$ cat src/rtl/conv_pkg.sv
// Shared convolutional-code definitions: default K/N/generators,
// encoder state type and a tap parity helper (also for the decoder).
package conv_pkg;

  localparam int CONV_K = 3;
  localparam int CONV_N = 2;
  localparam logic [CONV_N*CONV_K-1:0] CONV_GEN = {3'b111, 3'b101};

  typedef enum logic {
    RUN   = 1'b0,
    FLUSH = 1'b1
  } conv_state_e;

  // Parity of one generator over {u, state}, MSB = current input.
  function automatic logic conv_parity(
    input logic [CONV_K-1:0] g,
    input logic [CONV_K-1:0] taps
  );
    return ^(g & taps);
  endfunction

endpackage

$ cat src/rtl/conv_gen_parity.sv
// Combinational tap/XOR network: one parity bit per generator.
// taps_i = {u, sreg} (MSB current input); code_o[N-1] from g0.
import conv_pkg::*;

module conv_gen_parity #(
  parameter int K = CONV_K,
  parameter int N = CONV_N,
  parameter logic [N*K-1:0] GEN = CONV_GEN
) (
  input  logic [K-1:0] taps_i,
  output logic [N-1:0] code_o
);

  for (genvar j = 0; j < N; j++) begin : g_bit
    assign code_o[N-1-j] = ^(GEN[N*K-1-j*K -: K] & taps_i);
  end

endmodule

$ cat src/rtl/conv_encoder_framed.sv
// Framed rate-1/N feed-forward convolutional encoder, zero-tail.
// Ports: clk/reset, in valid/ready/bit/last, out valid/ready/code/last, busy.
import conv_pkg::*;

module conv_encoder_framed #(
  parameter int K = CONV_K,
  parameter int N = CONV_N,
  parameter logic [N*K-1:0] GEN = CONV_GEN
) (
  input  logic         clk_sig,
  input  logic         reset_sig,
  input  logic         in_valid_sig,
  output logic         in_ready_sig,
  input  logic         in_bit_sig,
  input  logic         in_last_sig,
  output logic         out_valid_sig,
  input  logic         out_ready_sig,
  output logic [N-1:0] out_code_sig,
  output logic         out_last_sig,
  output logic         busy_sig
);

  localparam int CW = $clog2(K);

  conv_state_e  state_q, state_d;
  logic [K-2:0] sreg_q, sreg_d;
  logic [CW-1:0] cnt_q, cnt_d;
  logic [N-1:0] code_q, code_d;
  logic         vld_q, vld_d;
  logic         last_q, last_d;
  logic         busy_q, busy_d;

  logic         slot_free;
  logic         accept;
  logic         load;
  logic         u;
  logic [K-1:0] taps;
  logic [N-1:0] sym;

  assign slot_free    = !vld_q || out_ready_sig;
  assign in_ready_sig = (state_q == RUN) && slot_free;
  assign accept       = in_valid_sig && in_ready_sig;
  assign load         = accept || ((state_q == FLUSH) && slot_free);
  assign u            = (state_q == RUN) && in_bit_sig;
  assign taps         = {u, sreg_q};

  conv_gen_parity #(
    .K   (K),
    .N   (N),
    .GEN (GEN)
  ) u_par (
    .taps_i (taps),
    .code_o (sym)
  );

  // Output register and shift state move together on every load.
  always_comb begin
    code_d = code_q;
    vld_d  = vld_q;
    last_d = last_q;
    sreg_d = sreg_q;
    if (load) begin
      code_d = sym;
      vld_d  = 1'b1;
      last_d = (state_q == FLUSH) && (cnt_q == CW'(1));
      sreg_d = taps[K-1:1];
    end else if (out_ready_sig) begin
      vld_d  = 1'b0;
      last_d = 1'b0;
    end
  end

  always_comb begin
    state_d = state_q;
    cnt_d   = cnt_q;
    unique case (state_q)
      RUN: begin
        if (accept && in_last_sig) begin
          state_d = FLUSH;
          cnt_d   = CW'(K-1);
        end
      end
      FLUSH: begin
        if (slot_free) begin
          cnt_d = cnt_q - CW'(1);
          if (cnt_q == CW'(1)) state_d = RUN;
        end
      end
      default: state_d = RUN;
    endcase
  end

  // A new frame accepted while the old tail leaves keeps busy high.
  always_comb begin
    busy_d = busy_q;
    if (accept)
      busy_d = 1'b1;
    else if (vld_q && out_ready_sig && last_q)
      busy_d = 1'b0;
  end

  always_ff @(posedge clk_sig) begin
    if (reset_sig) begin
      state_q <= RUN;
      sreg_q  <= '0;
      cnt_q   <= '0;
      code_q  <= '0;
      vld_q   <= 1'b0;
      last_q  <= 1'b0;
      busy_q  <= 1'b0;
    end else begin
      state_q <= state_d;
      sreg_q  <= sreg_d;
      cnt_q   <= cnt_d;
      code_q  <= code_d;
      vld_q   <= vld_d;
      last_q  <= last_d;
      busy_q  <= busy_d;
    end
  end

  assign out_valid_sig = vld_q;
  assign out_code_sig  = code_q;
  assign out_last_sig  = last_q;
  assign busy_sig      = busy_q;

endmodule
$ cat config.mk
export PLATFORM = sky130hd
export DESIGN_NAME = conv_encoder_framed
export DESIGN_NICKNAME = d
export VERILOG_FILES = /design/src/rtl/conv_pkg.sv /design/src/rtl/conv_gen_parity.sv /design/src/rtl/conv_encoder_framed.sv
export SDC_FILE = /design/constraint.sdc
export NUM_CORES = 1
export LEC_CHECK = 0
export ABC_AREA = 1
export BUFFER_PORTS_ARGS = -buffer_cell sky130_fd_sc_hd__clkbuf_2
export CORE_AREA = 5 5 42 44
export CTS_BUF_LIST = sky130_fd_sc_hd__clkbuf_16
export CTS_CLUSTER_DIAMETER = 200
export DETAILED_ROUTE_END_ITERATION = 12
export DIE_AREA = 0 0 47 49
export SYNTH_ARGS = -nofsm -noshare
export SYNTH_HDL_FRONTEND = slang
export SYNTH_SLANG_ARGS = --single-unit
$ cat constraint.sdc
create_clock -name clk_sig -period 1.84 [get_ports clk_sig]
set_input_delay 0.092 -clock clk_sig [delete_from_list [all_inputs] [get_ports clk_sig]]
set_output_delay 0.092 -clock clk_sig [all_outputs]
set_load 0.1 [all_outputs]
==> summary.md <==
| Metric | Value |
|---|---|
| Inst Count DP | `90` |
| Initial Util | `32.3%` |
| Unique masters post-synth | `16` |
| Switching Fraction | `29.6%` |
| Slowest Stage Delay on Critical Path | `0.46 ns` |
| Io pins | `12` |
| Req. time, crit path | `1.75 ns` |
| HP Start | `reset_sig` |
| First-pass GRT wire length | `1720 um` |
| Overall routing resource usage | `10.9%` |
| Critical path's slowest cell | `clkbuf_2` |
| Most common cell after layout, fill and taps aside | `nand2_1` |
| CTS tree | `built` |
| Final wirelength | `1020 um` |
| Worst-path cell chain | `nand2_2 > inv_1 > nor2_4 > clkbuf_2` |
| Vias in the first global route | `404` |
| Clock latency on the worst-skew pair | `0.23 ns` |
| Commonest non-fill, non-tap cells in the layout | `nand2_1, clkbuf_2, dfxtp_1` |
| Final period utilization | `78.1%` |
| Seq pwr share | `31.6%` |
| Design Area, Final | `609 sq um` |
| Switch Pwr | `231 uW` |
| Die X | `47 um` |
| Worst vdd ir | `0.633 mV` |
| Hold depth | `2` |
| Final nets | `86` |
| Combinational share of power | `20.6%` |
| Synth-to-layout area growth | `34.5%` |
| Sequential element share of the synthesized area | `44.2%` |
| Final hold vios | `0` |
| CTS Buf Count | `3` |
| Flops & latches, synth | `10` |
| R2R Path End | `out_valid_sig` |
| Worst Path Max Fanout | `6` |
| Setup crit start kind | `flop` |
| Actual slew at the worst max-slew pin | `0.543 ns` |
| Hpwl dp | `758 um` |
| # H-tree levels | `1` |
| Setup crit end kind | `output pin` |
| Dpl cell area | `534 sq um` |
| Largest net degree at the start of global routing | `8` |
| Flop-to-flop setup slack | `0.75 ns` |
| Postcts setup bufs | `0` |
| Lkg Pwr | `0.309 nW` |
| Clock buffer depth | `2` |
| Internal | `550 uW` |
| Max cap viols | `0` |
| Synth Area per Inst | `7.19 sq um` |
| Hold Path End | `out_code_sig[0]` |
| Max-slew headroom | `64.0%` |
| Cell Rows | `14` |
| Cts hold-fix bufs | `0` |
| YS warnings | `0` |
| Status | `complete, no violations` |
| Fin cells | `93` |
| Clock transition at path regs | `0.04 ns` |
| FMAX | `696 MHz` |
| Clk pwr share | `47.8%` |
| Layout cell share with drive strength beyond 1 | `27.3%` |
| Ant. Diodes | `0` |
| Pins Over Slew Limit | `0` |
| Die footprint | `2300 sq um` |
| Clock Sinks | `10` |
| Pwr/cell area | `1280 nW/um^2` |
| Clk root buf | `clkbuf_16` |
| IO Port Bufs | `11` |
| DR pass1 iterations | `4` |
| Routed via count | `440` |
| TNS Setup | `0 ns` |
| Tightest Hold Check Type | `in2reg` |
| Mapped Area | `453 sq um` |
| Initial DRC Count | `6` |
| # DRC | `0` |
| ANT nets after route | `0` |
| Die H | `49 um` |
| Arr. time, crit path | `1.35 ns` |
| Setup violations, final | `0` |
| Crit path time final | `1.44 ns` |
| Setup Skew | `0.00268 ns` |
| Initial antenna violation count | `0` |
| Reg2reg start | `state_q` |
| GP Congestion | `0.859` |
| Start point of the critical path | `out_valid_sig` |
| RSZ-0062 raised after global routing | `no` |
| Syn Inst Count | `63` |
| Crit Path Class | `reg2out` |
| CORE AREA | `1400 sq um` |
| Syn nets | `70` |
| CTS resizes | `0` |
| GRT overflow | `0` |
| Vias/cell | `4.73` |
| Post-DR wirelength/cell | `11.0 um` |
| Worst Reg-to-Reg Cells | `4` |
through the flow:
stage / total power [mW] / utilization [%] / hold slack [ns] / setup WS [ns]
2_1_floorplan: 0.380 / - / 0.161 / 0.229
3_3_place_gp: 0.410 / 38.1 / 0.372 / 0.664
3_5_place_dp: 0.411 / 38.1 / 0.384 / 0.649
4_1_cts: 0.791 / 43.5 / 0.138 / 0.393
5_1_grt: 0.819 / 43.5 / 0.142 / 0.341
6_report: 0.781 / 43.5 / 0.134 / 0.403
worst max-delay path, delay by kind of cell, from the launching register on:
family / cells / cell delay, ns
flops: 1 / 0.32
buf+inv: 2 / 0.55
simple gates: 2 / 0.23
flip-flops by register name (all words and copies together) (netlist names):
register	flops
busy_sig	1
cnt_q	2
out_code_sig	2
out_last_sig	1
out_valid_sig	1
sreg_q	2
state_q	1
power by group through the flow:
stage	clock network (mW)	registers, mW	logic, mW
2_1_floorplan	0	0.309	0.0709
4_1_cts	0.383	0.247	0.161
6_report	0.373	0.247	0.161
5_1_grt	0.395	0.250	0.175
3_5_place_dp	0	0.250	0.161
3_3_place_gp	0	0.250	0.160
synth_stat cells (all sizes together):
master,n,area share [%]
nand2,18,15
dfxtp,10,44
inv,10,8.3
a21oi,8,8.8
nand3,7,8.8
nor2,3,3.0
o21ai,3,4.1
ha,1,2.8
nand4,1,1.4
o211ai,1,1.7
or2,1,1.4
logic make-up after synthesis:
family | Yosys count | share of synthesized area (%)
AOI/OAI and AO/OA | 12 | 14.6
and+or+nand+nor | 30 | 30.1
DFF | 10 | 44.2
buffers and inverters | 10 | 8.29
adders and majority gates | 1 | 2.76
routing by layer:
| metal | GRT usage (%) | wire length, um |
|---|---|---|
| met1 | 14.0 | 459 |
| met5 | 0 | 0 |
| met4 | 10.1 | 14 |
| met3 | 3.32 | 79 |
| met2 | 13.6 | 471 |
area by class of cell:
class                           instances  area, sq um
Fill cell                             145          792
Multi-Input combinational cell         43          220
Sequential cell                        10          201
Clock buffer                            3         75.1
Timing Repair Buffer                   11         55.1
Inverter                               10         37.5
Tap cell                               16         20.0
worst max-delay path by stage:
stage / to / cells after the start
2_1_floorplan: sreg_q[1] / 5
3_3_place_gp: in_ready_sig / 4
3_5_place_dp: in_ready_sig / 4
4_1_cts: in_ready_sig / 4
5_1_grt: in_ready_sig / 4
6_report: in_ready_sig / 4
Power figures use the tool's default switching activity.
